--- src/rtl/ucode_pkg.sv ---
// rtl/ucode_pkg.sv - shared field positions, widths and state type for the microcode sequencer
package ucode_pkg;
  localparam int OP_HI  = 31;
  localparam int OP_LO  = 26;
  localparam int SEL_HI = 25;
  localparam int SEL_LO = 23;
  localparam int SEL_W  = SEL_HI - SEL_LO + 1;
  localparam int ROM_W  = 33;

  localparam logic [5:0]  MACRO_OPCODE_DEFAULT = 6'h3F;
  localparam logic [31:0] NOP_INSTR_DEFAULT    = 32'h0000_0000;

  typedef enum logic {
    IDLE,
    RUN
  } state_e;
endpackage

--- src/rtl/ucode_rom.sv ---
// rtl/ucode_rom.sv - constant micro-op table, combinational {last, instr} lookup
module ucode_rom
  import ucode_pkg::*;
#(
  parameter int          NUM_SLOTS  = 8,
  parameter int          SLOT_DEPTH = 8,
  parameter logic [31:0] NOP_INSTR  = NOP_INSTR_DEFAULT,
  parameter int          ADDR_W     = $clog2(NUM_SLOTS * SLOT_DEPTH)
) (
  input  logic [ADDR_W-1:0] addr,
  output logic [ROM_W-1:0]  word
);
  logic [31:0] addr_ext;
  logic [31:0] slot;
  logic [31:0] idx;

  always_comb begin
    addr_ext = 32'(addr);
    slot     = addr_ext / 32'(SLOT_DEPTH);
    idx      = addr_ext % 32'(SLOT_DEPTH);
    // Anything not listed below is an unprogrammed word: a single NOP marked last.
    word     = {1'b1, NOP_INSTR};
    case (slot)
      32'd2: begin
        case (idx)
          32'd0:   word = {1'b0, 32'hA000_00A1};
          32'd1:   word = {1'b0, 32'hB000_00B2};
          32'd2:   word = {1'b1, 32'hC000_00C3};
          default: ;
        endcase
      end
      32'd5:   word = {1'b0, 32'hC500_0000 | idx};
      32'd6:   word = {1'b0, 32'hC600_0000 | idx};
      default: ;
    endcase
  end
endmodule

--- src/rtl/ucode_sequencer.sv ---
// rtl/ucode_sequencer.sv - macro-op detect, fetch stall and micro-op replay FSM
module ucode_sequencer
  import ucode_pkg::*;
#(
  parameter logic [5:0]  MACRO_OPCODE = MACRO_OPCODE_DEFAULT,
  parameter int          NUM_SLOTS    = 8,
  parameter int          SLOT_DEPTH   = 8,
  parameter logic [31:0] NOP_INSTR    = NOP_INSTR_DEFAULT
) (
  input  logic        clk,
  input  logic        rst_n,
  input  logic [31:0] filtered_instruction,
  input  logic        instr_valid,
  input  logic        stall_in,
  output logic [31:0] ucode_instruction,
  output logic        control,
  output logic        fetch_stall,
  output logic        busy
);
  localparam int SLOT_W = $clog2(NUM_SLOTS);
  localparam int UPC_W  = $clog2(SLOT_DEPTH);
  localparam int ADDR_W = SLOT_W + UPC_W;

  state_e              state_q, state_d;
  logic [SLOT_W-1:0]   slot_q, slot_d;
  logic [UPC_W-1:0]    upc_q, upc_d;
  logic                det;
  logic                end_uop;
  logic [SEL_W-1:0]    sel;
  logic [31:0]         sel_ext;
  logic [ROM_W-1:0]    rom_word;

  assign det     = instr_valid && (filtered_instruction[OP_HI:OP_LO] == MACRO_OPCODE);
  assign sel     = filtered_instruction[SEL_HI:SEL_LO];
  assign sel_ext = 32'(sel);

  ucode_rom #(
    .NUM_SLOTS (NUM_SLOTS),
    .SLOT_DEPTH(SLOT_DEPTH),
    .NOP_INSTR (NOP_INSTR),
    .ADDR_W    (ADDR_W)
  ) u_rom (
    .addr({slot_q, upc_q}),
    .word(rom_word)
  );

  // The slot boundary ends the sequence even if the table forgot the last bit.
  assign end_uop = rom_word[ROM_W-1] || (upc_q == UPC_W'(SLOT_DEPTH - 1));

  always_comb begin
    state_d           = state_q;
    slot_d            = slot_q;
    upc_d             = upc_q;
    ucode_instruction = NOP_INSTR;
    control           = 1'b0;
    fetch_stall       = 1'b0;
    busy              = 1'b0;
    case (state_q)
      IDLE: begin
        control     = det;
        fetch_stall = det;
        if (det && !stall_in) begin
          state_d = RUN;
          slot_d  = SLOT_W'(sel_ext % 32'(NUM_SLOTS));
          upc_d   = '0;
        end
      end
      RUN: begin
        control           = 1'b1;
        busy              = 1'b1;
        ucode_instruction = rom_word[31:0];
        fetch_stall       = !(end_uop && !stall_in);
        if (!stall_in) begin
          if (end_uop) begin
            state_d = IDLE;
            upc_d   = '0;
          end else begin
            upc_d = upc_q + 1'b1;
          end
        end
      end
      default: state_d = IDLE;
    endcase
    // A macro-op may still be held on the input during reset; keep the mux on pass-through.
    if (!rst_n) begin
      ucode_instruction = NOP_INSTR;
      control           = 1'b0;
      fetch_stall       = 1'b0;
      busy              = 1'b0;
    end
  end

  always_ff @(posedge clk or negedge rst_n) begin
    if (!rst_n) begin
      state_q <= IDLE;
      slot_q  <= '0;
      upc_q   <= '0;
    end else begin
      state_q <= state_d;
      slot_q  <= slot_d;
      upc_q   <= upc_d;
    end
  end
endmodule

--- config.mk ---
export PLATFORM = sky130hd
export DESIGN_NAME = ucode_sequencer
export DESIGN_NICKNAME = d
export VERILOG_FILES = /design/src/rtl/ucode_pkg.sv /design/src/rtl/ucode_rom.sv /design/src/rtl/ucode_sequencer.sv
export SDC_FILE = /design/constraint.sdc
export NUM_CORES = 1
export LEC_CHECK = 0
export CORE_MARGIN = 10
export CORE_UTILIZATION = 35
export CTS_CLUSTER_SIZE = 12
export DETAILED_ROUTE_END_ITERATION = 10
export DONT_BUFFER_PORTS = 1
export HOLD_SLACK_MARGIN = 0.15
export PLACE_DENSITY_LB_ADDON = 0.1
export SETUP_SLACK_MARGIN = 0.05
export SLEW_MARGIN = 20
export SYNTH_ARGS = -nofsm -noshare
export SYNTH_HDL_FRONTEND = slang
export SYNTH_SLANG_ARGS = --single-unit
--- constraint.sdc ---
create_clock -name clk -period 1.3 [get_ports clk]
set_input_delay 0.065 -clock clk [delete_from_list [all_inputs] [get_ports clk]]
set_output_delay 0.065 -clock clk [all_outputs]
set_load 0.01 [all_outputs]
Word level (Yosys, flattened, before mapping)
Index checks and enable logic that the tools add are counted.
- output and inout port bits: 35
- logic and storage cells: 41
- bits of input ports: 36
- flip-flop bits (word level): 7
- bitwise gates (word level): 1
- reduce and logical (&&, ||, !) cells: 9
- $add $sub $neg: 1
- multiplexer cells: 18
- equality and inequality tests: 9
- operators with widths (cell ; count):
    $pmux 33 s3 ; 2
    $mux 32 ; 2
    $logic_not 32->1 ; 1
    $eq 3x3->1 const B ; 3
    $mux 3 ; 3
    $mux 1 ; 7
    $eq 3x2->1 const B ; 2
    $eq 6x6->1 const B ; 1
    $pmux 1 s2 ; 3
    $pmux 3 s2 ; 1
    $ne 2x2->1 const B ; 2
    $reduce_and 2->1 ; 2
    $add 3x1->3 const B ; 1
    $eq 3x1->1 const B ; 1
    $logic_and 1x1->1 ; 3
    $logic_not 1->1 ; 2
    $logic_or 1x1->1 ; 1
    $not 1->1 ; 1

Logic depth before layout (Yosys ltp)
Gate-level depths: netlist of the first run.
- word-level depth: 8
- depth in mapped cells: 6
- gate-level depth less buffers: 6

Hierarchy
From an unflattened synthesis of the first run, not the netlist that was laid out.
- cell total of the unflattened synthesis: 117
- area total of the unflattened synthesis: 933.4 um^2
- by module, submodules not included (module ; area each (um^2) ; times used ; sequential area each (um^2) ; cells an instance):
    ucode_sequencer ; 634.4 ; 1 ; 175.2 ; 76
    ucode_rom ; 299.0 ; 1 ; 0.0 ; 41

Least setup slack after synthesis of the first run
No wires, ideal clock.
- path kind: reg2out
- from: register upc_q[0]
- to: output port fetch_stall
- buffers on the path: 0
- cell stages (with the launch flop): 7
- required time: 1.235 ns
- setup slack: -0.208 ns
- arrival time: 1.443 ns
- cell sequence: dfrtp_1 -> ha_1 -> ha_1 -> nor3_1 -> o21ai_0 -> o2bb2ai_2 -> o21a_1
- longest elaborated chain between the ends: 8
- elaborated cells on any way between the ends: 11
- classes of those cells: 3 x eq/ne; 4 x mux; 4 x reduce/logical
- ends and longest elaborated chain (element ; RTL line ; text):
    from (decl) ; ucode_sequencer.sv:26 ; logic [UPC_W-1:0] upc_q, upc_d;
    from (signal assigned) ; ucode_sequencer.sv:101 ; upc_q <= upc_d;
    $logic_not 32->1, or another cell as far along ; ucode_rom.sv:25 ; case (idx)
    $pmux 33 s3 ; ucode_rom.sv:25 ;
    $pmux 33 s3 ; ucode_rom.sv:23 ; case (slot)
    $logic_or 1x1->1 * ; ucode_sequencer.sv:48 ; assign end_uop = rom_word[ROM_W-1] || (upc_q == UPC_W'(SLOT_DEPTH - 1));
    $logic_and 1x1->1 * ; ucode_sequencer.sv:72 ; fetch_stall = !(end_uop && !stall_in);
    $logic_not 1->1 * ; ucode_sequencer.sv:72 ;
    $pmux 1 s2 * ; ucode_sequencer.sv:58 ; case (state_q)
    $mux 1 * ; ucode_sequencer.sv:85 ; if (!rst_n) begin
    to (decl) ; ucode_sequencer.sv:17 ; output logic fetch_stall,
Every way passes the cells marked *; elsewhere a longest branch is shown, timed or not.

Worst setup path after layout of the first run
- from: register upc_q[1]
- to: output port fetch_stall
Same word-level chain as after synthesis.

==> flow_metrics.env, run 1 <==
export IMPL_crit_fanout=4
export IMPL_grt_pass1_vias=657
export IMPL_io_buffers=0
export IMPL_end_kind="primary output"
export IMPL_final_cell_area_um2=1120
export IMPL_max_cap_viol_count=0
export IMPL_ys_seq_area_frac=0.241
export IMPL_routed_via_density=4.44
export IMPL_cts_htree_levels=1
export IMPL_startpoint_type="flop"
export IMPL_root_buffer="clkbuf_4"
export IMPL_syn_cell_area_um2=728
export IMPL_ios=71
export IMPL_syn2layout_area_growth_pct=54.3
export IMPL_num_antenna_cells=0
export IMPL_synth_cell_type_count=28
export IMPL_drtIter0Drc=11
export IMPL_wl_per_cell_um=14.0
export IMPL_first_pass_iters=3
export IMPL_fp_coreArea_um2=1960
export IMPL_skew_ns=0.00136
export IMPL_rr_endpoint="upc_q[1]"
export IMPL_cts_tree="yes"
export IMPL_holdCritPathClass="input port to async pin"
export IMPL_dpl_hpwl_um=1510
export IMPL_fin_crit_ns=1.63
export IMPL_final_net_count=153
export IMPL_fin_crit_sh=1.25
export IMPL_vias=613
export IMPL_dieArea_um2=4310
export IMPL_dpl_cell_area_um2=812
export IMPL_row_count=16
export IMPL_grt_use_total=0.0827
export IMPL_hold_viol=0
export IMPL_worst_slack_ns=-0.328
export IMPL_powerDensity_nw_per_um2=686
export IMPL_fmax_mhz=614
export IMPL_totalPowerFinal_uw=770
export IMPL_placedCellCount=120
export IMPL_drive_gt1_frac=0.541
export IMPL_cts_sinks=7
export IMPL_synth_top_area_share=0.241
export IMPL_synth_area_leaders="dfrtp_1 24%, buf_4 21%, ha_1 8.6%"
export IMPL_clockBufferDepth=2
export IMPL_final_cells=138
export IMPL_setup_viol=17
export IMPL_drc_errors=0
export IMPL_antenna_found_initial=0
export IMPL_ant_nets=0
export IMPL_cts_buffers=3
export IMPL_grt_first_pass_wirelength_um=2930
export IMPL_rrSetupSlack_ns=-0.28
export IMPL_final_util=0.573
export IMPL_peakVddDrop_uv=621
export IMPL_fillers=188
export IMPL_insertion_delay_ns=0.24
export IMPL_place_gp_congestion=0.714
export IMPL_fp_dieW_um=65.6
export IMPL_synth_area_leader_cell="dfrtp_1"
export IMPL_r2r_cells=8
export IMPL_rsz0062_at_grt="yes"
export IMPL_synthCells=82
export IMPL_crit_required_ns=1.24
export IMPL_ys_ff_latch=7
export IMPL_yosysWarnings=0
export IMPL_path_clk_slew_ns=0.05
export IMPL_critical_path_class="flop to primary output"
export IMPL_violations="setup timing"
export IMPL_outcome="complete, but fails checks"
export IMPL_p_leak_uw=0.000499
export IMPL_die_h_um=65.6
export IMPL_start_util=0.371
export IMPL_routed_wl_um=1930
export IMPL_grt_max_degree=8
export IMPL_critical_path_arrival_ns=1.56
export IMPL_slew_viol_final=0
export IMPL_synth_area_per_cell_um2=8.88
export IMPL_regToRegStartpoint="upc_q[0]"
export IMPL_grt_overflow=0
export IMPL_place_ws_ns=-0.205
==> worst max-delay path by stage <==
stage	from	to	slack (ns)	cells after the start
final	upc_q[1]	fetch_stall	-0.33	6
after global routing	upc_q[1]	fetch_stall	-0.43	6
after CTS	upc_q[1]	fetch_stall	-0.41	6
after detailed placement	upc_q[1]	fetch_stall	-0.21	6
after global placement	upc_q[1]	fetch_stall	-0.16	6
after floorplan	upc_q[0]	fetch_stall	-0.11	6
==> layout by cell type, fill, tap and decap left out, types with 2 or more instances in the layout <==
master	Yosys	final
ha_2	0	3
nor2_4	0	2
conb_1	1	18
o21ai_2	0	2
dfrtp_2	0	2
nor2_1	6	4
a32o_1	2	2
and2_4	0	3
dfrtp_1	7	5
buf_6	0	9
inv_1	3	3
buf_4	20	14
or2_4	0	2
o21a_1	3	2
nor3_4	0	2
clkbuf_4	0	3
nor4_4	1	2
nand2_1	4	3
o22a_1	2	2
ha_4	0	2
nand2_2	1	2
mux2_4	0	2
dlygate4sd3_1	0	4
==> routing by layer <==
layer	vias up	track usage	wire length (µm)
met3	2	0.0542	273
met1	272	0.0916	755
met4	0	0.0321	10
li1	306	-	-
met5	-	0	0
met2	33	0.123	894
==> area by class of cell <==
| type | count | area, µm² | area share |
|---|---|---|---|
| inverters | 3 | 11.3 | 0.0100 |
| multi-input cells | 69 | 616 | 0.548 |
| well taps | 27 | 33.8 | 0.0301 |
| flip-flops and latches | 7 | 178 | 0.158 |
| clock buffers | 4 | 26.3 | 0.0234 |
| repair buffers | 28 | 259 | 0.231 |
==> Yosys cell counts (all sizes together) <==
library cell  instances
buf                  20
dfrtp                 7
nor2                  6
ha                    5
nand2                 5
and2                  3
inv                   3
mux2                  3
nand2b                3
nor3                  3
o21a                  3
a21oi                 2
a32o                  2
nand3                 2
nor2b                 2
nor4                  2
o21ai                 2
o22a                  2
or2                   2
a22o                  1
conb                  1
nand4                 1
o2bb2ai               1
o31a                  1
==> sequential cells by signal, indices dropped and copies added, names as in the netlist <==
signal / cells
slot_q: 3
upc_q: 3
state_q: 1
==> critical path: stages (launching register included) <==
cell	delay, ns
dfrtp_1	0.40
ha_2	0.21
ha_4	0.17
buf_6	0.11
nor2b_4	0.11
o2bb2ai_4	0.13
o21a_1	0.19
==> logic make-up (layout without fill, tap and decap cells) <==
group	after synthesis	count (layout)	synth area share
simple gates	29	29	0.239
flops	7	7	0.241
mux	3	3	0.0464
compound gates	14	14	0.162
buf+inv	23	35	0.222
fa+ha+maj	5	5	0.0859
other cells	1	18	0.00515
==> timing repair <==
action / CTS / global route
pin swaps: 8 / 12
hold endpoints to repair: 11 / 0
setup buffers: 3 / 6
resized for setup: 20 / 24
setup endpoints to repair: 21 / 21
hold buffers: 5 / 0
==> report_power, final <==
group / internal (µW) / leakage, µW / total [µW] / switching (µW)
sequential: 238 / 0.0000931 / 266 / 27.6
clock: 116 / 0.0000150 / 186 / 69.2
combinational: 158 / 0.000390 / 319 / 161
total: 512 / 0.000499 / 770 / 258
==> through the flow <==
| stage | hold slack, ns | setup TNS [ns] |
|---|---|---|
| global placement | -0.230 | -0.820 |
| detailed placement | -0.230 | -1.08 |
| finish | 0.154 | -3.22 |
| global route | 0.167 | -4.91 |
| floorplan | -0.231 | -0.586 |
| CTS | 0.155 | -3.78 |
(Power assumes the default switching activity.)
==> run 2, diff against run 1 <==
--- a/config.mk
+++ b/config.mk
@@ -6,7 +6,7 @@
 export NUM_CORES = 1
 export LEC_CHECK = 0
 export CORE_MARGIN = 10
-export CORE_UTILIZATION = 35
+export CORE_UTILIZATION = 54
 export CTS_CLUSTER_SIZE = 12
 export DETAILED_ROUTE_END_ITERATION = 10
 export DONT_BUFFER_PORTS = 1
==> run 2 against run 1 <==
Net effect:
- combinational power barely moved
- cell count is 10% lower
- total power up 0.95%
- largest cell class unchanged
- critical path depth unchanged
- the run still ends with setup timing left
- largest power group unchanged
==> flow_metrics.env, run 2 (synthesized netlist as in run 1, its figures left out) <==
export IMPL_fin_crit_ns=1.70
export IMPL_hold_viol=0
export IMPL_rsz0062_at_grt="yes"
export IMPL_powerDensity_nw_per_um2=711
export IMPL_vias=642
export IMPL_startpoint_type="flop"
export IMPL_grt_first_pass_wirelength_um=3160
export IMPL_wl_per_cell_um=17.5
export IMPL_drtIter0Drc=5
export IMPL_ios=71
export IMPL_ant_nets=0
export IMPL_fillers=75
export IMPL_skew_ns=0.00489
export IMPL_final_common_cell="conb_1"
export IMPL_root_buffer="clkbuf_4"
export IMPL_row_count=13
export IMPL_r2r_cells=8
export IMPL_first_pass_iters=3
export IMPL_routed_via_density=5.18
export IMPL_rrSetupSlack_ns=-0.36
export IMPL_fp_coreArea_um2=1280
export IMPL_dieArea_um2=3220
export IMPL_drive_gt1_frac=0.528
export IMPL_regToRegStartpoint="upc_q[1]"
export IMPL_outcome="complete, but fails checks"
export IMPL_cts_htree_levels=1
export IMPL_max_cap_viol_count=0
export IMPL_end_kind="primary output"
export IMPL_worstSetupStartpoint="upc_q[1]"
export IMPL_die_h_um=56.7
export IMPL_fp_dieW_um=56.7
export IMPL_final_cell_area_um2=1090
export IMPL_crit_fanout=4
export IMPL_syn2layout_area_growth_pct=50.2
export IMPL_setup_viol=19
export IMPL_cts_tree="yes"
export IMPL_dpl_hpwl_um=1440
export IMPL_antenna_found_initial=1
export IMPL_grt_use_total=0.121
export IMPL_crit_required_ns=1.24
export IMPL_worst_slack_ns=-0.396
export IMPL_routed_wl_um=2170
export IMPL_fin_crit_sh=1.30
export IMPL_final_net_count=150
export IMPL_grt_max_degree=8
export IMPL_place_gp_congestion=0.767
export IMPL_grt_overflow=0
export IMPL_layout_common_cells="18 x conb_1, 11 x buf_4, 7 x buf_6"
export IMPL_worstSetupEndpoint="fetch_stall"
export IMPL_io_buffers=0
export IMPL_path_clk_slew_ns=0.05
export IMPL_critical_path_class="flop to primary output"
export IMPL_multi_input_area_um2=611
export IMPL_largestRegisters="slot_q (3), upc_q (3), state_q (1)"
export IMPL_violations="setup timing"
export IMPL_final_cells=124
export IMPL_peakVddDrop_uv=590
export IMPL_fmax_mhz=590
export IMPL_dpl_cell_area_um2=795
export IMPL_start_util=0.567
export IMPL_cts_sinks=7
export IMPL_clockBufferDepth=2
export IMPL_holdCritPathClass="input port to flop"
export IMPL_fin_tns_setup_ns=-4.24
export IMPL_grt_pass1_vias=673
export IMPL_insertion_delay_ns=0.25
export IMPL_cts_buffers=3
export IMPL_rr_endpoint="upc_q[1]"
export IMPL_p_leak_uw=0.000487
export IMPL_critical_path_arrival_ns=1.63
export IMPL_ff_latch_area_um2=180
export IMPL_slew_viol_final=0
export IMPL_placedCellCount=106
export IMPL_drc_errors=0
==> run 2: cell count changes in the layout (fill, tap and decap cells not counted), sizes merged <==
cell         before  now
dlygate4sd3       4    5
diode             0    1
buf              23   19
==> run 2: critical path: stages (launching register included) <==
cell and delay (ns):
dfrtp_2 0.44, ha_2 0.20, ha_4 0.17, nor3_4 0.12, o21ai_2 0.09, o2bb2ai_2 0.17
o21a_1 0.20
==> run 2: routing by layer <==
| metal | GRT usage | share of wire |
|---|---|---|
| met5 | 0 | 0 |
| met3 | 0.0517 | 0.093 |
| met4 | 0.0790 | 0.011 |
| met2 | 0.199 | 0.53 |
| met1 | 0.121 | 0.37 |
==> run 2: what timing repair did <==
item / CTS / global route
gates resized for setup: 22 / 21
setup endpoints to repair: 20 / 21
endpoints found under the hold margin: 11 / 0
pin swaps: 10 / 12
buffers inserted: 3 / 5
hold buffers: 6 / 0
==> run 2: power breakdown <==
group	switching [µW]	internal, µW
Clock	77.8	117
Sequential	28.2	238
Combinational	165	152
Total	271	507
==> run 2: worst min-delay path by stage <==
stage          startpoint        end  slack (ns)  cells after the start
5_1_grt          stall_in   upc_q[1]        0.23                      3
4_1_cts          stall_in   upc_q[2]        0.21                      3
6_report         stall_in   upc_q[1]        0.23                      3
3_5_place_dp        rst_n  slot_q[0]       -0.23                      0
2_1_floorplan       rst_n  slot_q[0]       -0.23                      0
3_3_place_gp        rst_n  slot_q[1]       -0.23                      0
==> run 2: area by class of cell <==
cell class	instances	area share
diodes	1	0.00229
clock buffers	4	0.0240
inverters	3	0.0103
multi-input cells	69	0.558
flip-flops and latches	7	0.165
well taps	15	0.0172
repair buffers	25	0.223
==> run 2: metrics by stage <==
stage,worst slack (ns),total power [µW],hold slack [ns],util
2_1_floorplan,-0.110,430,-0.231,-
3_3_place_gp,-0.154,455,-0.230,0.618
3_5_place_dp,-0.194,458,-0.230,0.618
4_1_cts,-0.403,729,0.213,0.759
5_1_grt,-0.459,823,0.226,0.851
6_report,-0.396,778,0.228,0.851
